<file path="src/rtl/lockout_controller.sv">
// Gates key pulses to the lock FSM and enforces a timed lockout after MAX_ATTEMPTS failed entries.
// Latency: key path 1 cycle; no backpressure, keys arriving while locked out are dropped.
module lockout_controller #(
  parameter int NUM_KEYS        = 4,
  parameter int MAX_ATTEMPTS    = 3,
  parameter int CLOCK_FREQ      = 50000000,
  parameter int LOCKOUT_SECONDS = 30
) (
  input  logic                clock,
  input  logic                reset,
  input  logic [NUM_KEYS-1:0] key_in,
  input  logic                error_flag,
  input  logic                lock_flag,
  output logic [NUM_KEYS-1:0] key_out,
  output logic                fsm_clear,
  output logic                lockout,
  output logic [3:0]          attempts_left,
  output logic [7:0]          seconds_left
);

  localparam int            PW         = (CLOCK_FREQ > 1) ? $clog2(CLOCK_FREQ) : 1;
  localparam logic [PW-1:0] PRESC_LAST = PW'(CLOCK_FREQ - 1);
  localparam logic [3:0]    ATT_MAX    = 4'(MAX_ATTEMPTS);
  localparam logic [7:0]    SEC_INIT   = 8'(LOCKOUT_SECONDS);

  typedef enum logic [1:0] {
    ARMED   = 2'd0,
    LOCKOUT = 2'd1,
    RELEASE = 2'd2
  } state_t;

  state_t        state;
  logic [PW-1:0] presc;
  logic          error_q;
  logic          lock_q;
  logic          err_rise;
  logic          unlock_fall;

  assign err_rise    = error_flag & ~error_q;
  assign unlock_fall = ~lock_flag & lock_q;

  // attempts_left is itself the failure counter, counting down from ATT_MAX
  always_ff @(posedge clock or negedge reset) begin
    if (!reset) begin
      state         <= ARMED;
      presc         <= '0;
      error_q       <= 1'b0;
      lock_q        <= 1'b0;
      key_out       <= '0;
      fsm_clear     <= 1'b0;
      lockout       <= 1'b0;
      attempts_left <= ATT_MAX;
      seconds_left  <= '0;
    end else begin
      error_q <= error_flag;
      lock_q  <= lock_flag;
      case (state)
        ARMED: begin
          key_out <= key_in;
          if (err_rise) begin
            attempts_left <= attempts_left - 4'd1;
            if (attempts_left == 4'd1) begin
              state        <= LOCKOUT;
              lockout      <= 1'b1;
              seconds_left <= SEC_INIT;
              presc        <= '0;
              key_out      <= '0;
            end
          end else if (unlock_fall) begin
            attempts_left <= ATT_MAX;
          end
        end
        LOCKOUT: begin
          key_out <= '0;
          if (presc == PRESC_LAST) begin
            presc        <= '0;
            seconds_left <= seconds_left - 8'd1;
            if (seconds_left == 8'd1) begin
              state     <= RELEASE;
              fsm_clear <= 1'b1;
            end
          end else begin
            presc <= presc + PW'(1);
          end
        end
        RELEASE: begin
          key_out       <= '0;
          fsm_clear     <= 1'b0;
          lockout       <= 1'b0;
          attempts_left <= ATT_MAX;
          state         <= ARMED;
        end
        default: begin
          state     <= ARMED;
          key_out   <= '0;
          fsm_clear <= 1'b0;
          lockout   <= 1'b0;
        end
      endcase
    end
  end

endmodule

</file>
<file path="config.mk">
export PLATFORM = sky130hd
export DESIGN_NAME = lockout_controller
export DESIGN_NICKNAME = d
export VERILOG_FILES = /design/src/rtl/lockout_controller.sv
export SDC_FILE = /design/constraint.sdc
export NUM_CORES = 1
export LEC_CHECK = 0
export ABC_AREA = 1
export ABC_CLOCK_PERIOD_IN_PS = 1800
export BUFFER_PORTS_ARGS = -buffer_cell sky130_fd_sc_hd__buf_2
export CAP_MARGIN = 20
export CORE_MARGIN = 3
export CORE_UTILIZATION = 59
export CTS_CLUSTER_DIAMETER = 80
export CTS_CLUSTER_SIZE = 8
export DETAILED_ROUTE_END_ITERATION = 8
export GPL_ROUTABILITY_DRIVEN = 0
export MAX_ROUTING_LAYER = met4
export PLACE_DENSITY = 0.79
export SETUP_SLACK_MARGIN = 0.4
export SLEW_MARGIN = 10
export SYNTH_ARGS = -nofsm -noshare
export SYNTH_HDL_FRONTEND = slang
export SYNTH_SLANG_ARGS = --single-unit
</file>
<file path="constraint.sdc">
create_clock -name clock -period 1.8 [get_ports clock]
set_input_delay 0.36 -clock clock [delete_from_list [all_inputs] [get_ports clock]]
set_output_delay 0.36 -clock clock [all_outputs]
set_load 0.1 [all_outputs]
</file>
* Word level (Yosys, flattened, before mapping)
Cells that the tools add are included.
** Operators by class
- $add $sub $neg :: 3
- Multipliers :: 0
- Divide/modulo/power cells :: 0
- $lt $le $gt $ge :: 0
- Equal/unequal tests :: 10
- Shift-type cells :: 0
- Multiplexer cells :: 25
- Bitwise gates (word level) :: 6
- Reduce and logical (&&, ||, !) cells :: 9
** Operators with widths (number)
- 26-bit 2-to-1 mux :: 3
- 26-bit case mux with 2 select lines :: 1
- 26-bit by 1-bit adder with 26-bit output, second input constant :: 1
- 26-bit == test, second input constant :: 1
- 8-bit 2-to-1 mux :: 3
- 4-bit 2-to-1 mux :: 5
- 8-bit case mux with 2 select lines :: 1
- 3-bit AND reduction :: 3
- 8-bit by 1-bit == test with 1-bit output, second input constant :: 1
- 2-bit 2-to-1 mux :: 4
- 2-bit != test, second input constant :: 4
- 4-bit case mux with 2 select lines :: 1
- 4-bit AND reduction :: 2
- 8-bit by 1-bit subtractor with 8-bit output, second input constant :: 1
- 4-bit by 1-bit == test with 1-bit output, second input constant :: 1
- 1-bit 2-to-1 mux :: 4
- 1-bit NOT :: 4
- 1-bit case mux with 2 select lines :: 2
- 2-bit case mux with 2 select lines :: 1
- 2-bit nonzero test :: 2
- 4-bit by 1-bit subtractor with 4-bit output, second input constant :: 1
- 3-bit != test, second input constant :: 1
- 1-bit bitwise AND :: 2
- 2-bit by 1-bit == test with 1-bit output, second input constant :: 1
- other kinds (3) :: 3
** Word-level totals
- Flip-flop bits (word level) :: 48
- Bits in latches :: 0
- Memory bits (writable) :: 0
- ROM bits :: 0
- Output and inout bits :: 18
- Word-level logic and storage cells :: 62
- Memories :: 0

* Logic depth before layout (Yosys ltp)
- Depth after elaboration :: 5
- Gate-level depth with buffers :: 11
- Depth with buffers taken out :: 10

* Worst setup path after synthesis
No wires, ideal clock.
- Path type :: reg2reg
- Start :: reg seconds_left[0]
- End :: reg seconds_left[2]
- Library setup time :: 0.067 ns
- Arrival time :: 1.948 ns
- Required time :: 1.733 ns
- Slack :: -0.215 ns
- Stages on the path, launching flop included :: 7
- Period minus slack after synthesis :: 2.015 ns
- Cells stage by stage :: dfrtp_1 > inv_1 > ha_1 > or2_2 > nand3_1 > nand3_1 > nand2_1
** On the way
- Word-level cells in the longest chain between the ends :: 3
** RTL lines
- from (decl) :: line 18 : output logic [7:0] seconds_left
- from (signal assigned) :: line 77 : seconds_left <= seconds_left - 8'd1;
- 8-bit by 1-bit subtractor with 8-bit output :: line 77
- 8-bit 2-to-1 mux :: line 75 : if (presc == PRESC_LAST) begin
- 8-bit case mux with 2 select lines :: line 57 : case (state)
Every way passes these cells. The select of a mux whose other input is x is not followed.
A chain may end at the register's enable or synchronous reset.

* Worst setup path in the final report
- Start :: reg attempts_left[0]
- End :: reg presc[23]
** On the way
- Word-level cells in the longest chain between the ends :: 3
** RTL lines
- from (decl) :: line 17 : output logic [3:0] attempts_left,
- from (signal assigned) :: line 61 : attempts_left <= attempts_left - 4'd1;
- 4-bit by 1-bit == test with 1-bit output :: line 62 : if (attempts_left == 4'd1) begin
- 2-bit != test (no line)
- 3-bit AND reduction (no line)
- to (signal assigned) :: line 83 : presc <= presc + PW'(1);
- to (decl) :: line 33 : logic [PW-1:0] presc;
Every way passes these cells.

==> results.toml <==
[critical_path]
worst-path-max-fanout = 7
worstPathArrival_ns = 1.94
worst_setup_path_start_kind = "register"
cp-end-kind = "register"
path_class = "register to register"
reg2reg_depth = 9
crit_required_ns = 2.04

[placement]
portBuffers = 25
postPlaceCellArea_sq_um = 3193
dp_worst_setup_slack_ns = 0.02407
hpwl_um = 5143

[route]
dr.pass1.iters = 8
wl_per_cell_um = 16.24
wl_um = 8784
avgViaCountPerCell = 5.732
drtIter0Drc = 342
vias = 3101
antenna_left = 0
drc = 0

[die]
io_pins = 26
coreArea_sq_um = 4534
die_w_um = 75.78
die_area_sq_um = 5743
rows = 24
start_util_pct = 63.36
die_y_um = 75.78

[timing]
setup_tns_ns = 0
period_needed_ns = 1.699
relSlewSlack_pct = 68.20
period_share_pct = 94.39
whs_ns = 0.1649
setup_viol = 0
slew_violations = 0
worst_pin_slew_ns = 0.4770
max_freq_mhz = 588.6
rsz0062_at_grt = "true"
skew_ns = 0.009894
worst_slack_ns = 0.1009
hold_violations = 0

[synthesis]
synth_area_leaders = "dfrtp_1 (40%), nand2_1 (16%), nor2_1 (9.4%), nand3_1 (7.5%), inv_1 (5.5%)"
netlist_instances = 409
syn_area_sq_um = 2873
syn_avg_cell_area_sq_um = 7.024
yosysSeqAreaShare_pct = 41.90
ys_ff_latch = 48
synth_top_area_share_pct = 40.07
syn_nets = 422
ys_warn_count = 0
ys_types = 25
synth_top_area_cell = "dfrtp_1"

[power_and_ir_drop]
clockPowerShare_pct = 37.2
intPower_mw = 1.365
pwr-share-seq_pct = 60.3
switchingPower_mw = 0.4267
p_per_area_nw_per_um2 = 465.3
max-vdd-ir-drop_v = 0.0005660
p_leak_nw = 1.913
pwr-share-comb_pct = 2.5
sw_frac_of_total_pct = 23.82

[global_route]
grt_pass1_vias = 2819
grt_antenna_before_repair = 0
grtUsageTotal_pct = 30.49
grt_max_degree = 30
overflow = 0
grt_pass1_wl_um = 12880

[min_path]
hp-class = "primary input to register"
min_path_cells = 1

[final_layout]
syn2layout_area_growth_pct = 34.02
design_area_sq_um = 3850
n_antenna_cell = 0
multiInputGateArea_sq_um = 1699
fin_util_pct = 84.91
layout.nets = 488
nFillCells = 260
drive_above_1_share_pct = 33.19
layout.area.seq_sq_um = 1231

[flow_run]
maxCapViolations = 0

[clocking]
cts.clk_slew.worst_paths_ns = 0.10
clock_path_buffers = 2
clk_latency_ns = 0.31
cts_tree = "built"
cts_root_buf = "clkbuf_8"
numCtsBuffers = 5
cts_htree_levels = 2
cts_sinks = 48

[status]
status = "completed"
[flip-flops by register name (all words and copies together) (netlist names)]
signal,flops
attempts_left,4
error_q,1
fsm_clear,1
key_out,4
lock_q,1
lockout,1
presc,26
seconds_left,8
state,2
[synth_stat cells, drive strengths merged]
cell / n
nand2: 137
nor3: 4
o22ai: 2
clkinv: 1
nand4: 10
or2: 2
xor2: 4
o21bai: 1
dfrtp: 46
ha: 5
a21oi: 10
nor2: 79
buf: 5
a22oi: 1
nand3: 43
inv: 45
o21ai: 12
dfstp: 2
[cell type report]
type	count	share of cell area (%)
clock inverter	3	0.4875
clock buffer	5	1.787
sequential	48	31.98
tap	65	2.112
inverter	46	4.842
multi-input combinational	312	44.13
timing repair buffer	62	14.66
[worst paths after layout]
| kind | start | end | slack, ns |
|---|---|---|---|
| max | attempts_left[0] | presc[23] | 0.10 |
| min in group asynchronous | reset | attempts_left[2] | 0.56 |
| max in group asynchronous | reset | attempts_left[0] | 0.66 |
| min | lock_flag | lock_q | 0.16 |
| max reg2reg | attempts_left[0] | presc[23] | 0.10 |
| min reg2reg | lockout | lockout | 0.49 |
[metrics by stage]
| step | total power, mW | instances |
|---|---|---|
| 2_1_floorplan | 1.107 | 409 |
| 3_3_place_gp | 1.142 | 501 |
| 3_5_place_dp | 1.143 | 501 |
| 4_1_cts | 1.796 | 531 |
| 5_1_grt | 1.852 | 541 |
| 6_report | 1.791 | 541 |
[per-layer routing]
layer / routed length (um) / GRT usage (%) / up-vias / share of wire, %
met5: 0 / - / - / 0
met4: 382 / 13.20 / 0 / 4.3
met3: 611 / 4.222 / 55 / 7.0
met2: 4130 / 46.96 / 158 / 47
met1: 3660 / 40.02 / 1465 / 42
li1: - / - / 1423 / -
[kinds of logic after synthesis]
logic type	count (synthesis)	synth area share, %
compound gates	26	4.791
xor+xnor	4	1.219
simple gates	275	42.68
fa+ha+maj	5	2.178
buf+inv	51	7.230
flops	48	41.90
[power by group through the flow]
stage	logic [mW]	registers, mW	clock network (mW)
5_1_grt	0.0504	1.08	0.721
4_1_cts	0.0433	1.08	0.673
2_1_floorplan	0.00526	1.10	0
3_5_place_dp	0.0416	1.10	0
3_3_place_gp	0.0409	1.10	0
6_report	0.0444	1.08	0.667
[critical path, cell delays in order (launching register included)]
cell	delay, ns
dfstp_4	0.64
ha_4	0.12
nand3_2	0.08
nand2_2	0.10
nand3_4	0.12
buf_12	0.17
buf_4	0.13
o21bai_1	0.13
nand2_1	0.07
nor2_1	0.08
[what timing repair did]
action / 4_1_cts / 5_1_grt
hold endpoints to repair: 11 / 0
pin swaps: 13 / 12
gates cloned: 2 / 0
setup buffers: 19 / 10
hold buffers: 1 / 0
resized for setup: 60 / 36
endpoints found under the setup margin: 55 / 48
[layout by cell type (no fill, tap or decap), drive strengths merged, types with 2 or more instances in the layout]
cell      n
or2       2
a21oi    10
ha        5
nor3      4
o21ai    12
xor2      4
nand3    43
inv      44
nand2   139
nand4    10
nor2     79
clkbuf    5
buf      61
clkinv    4
o22ai     2
dfstp     2
dfrtp    46
Power figures use the tool's default switching activity.
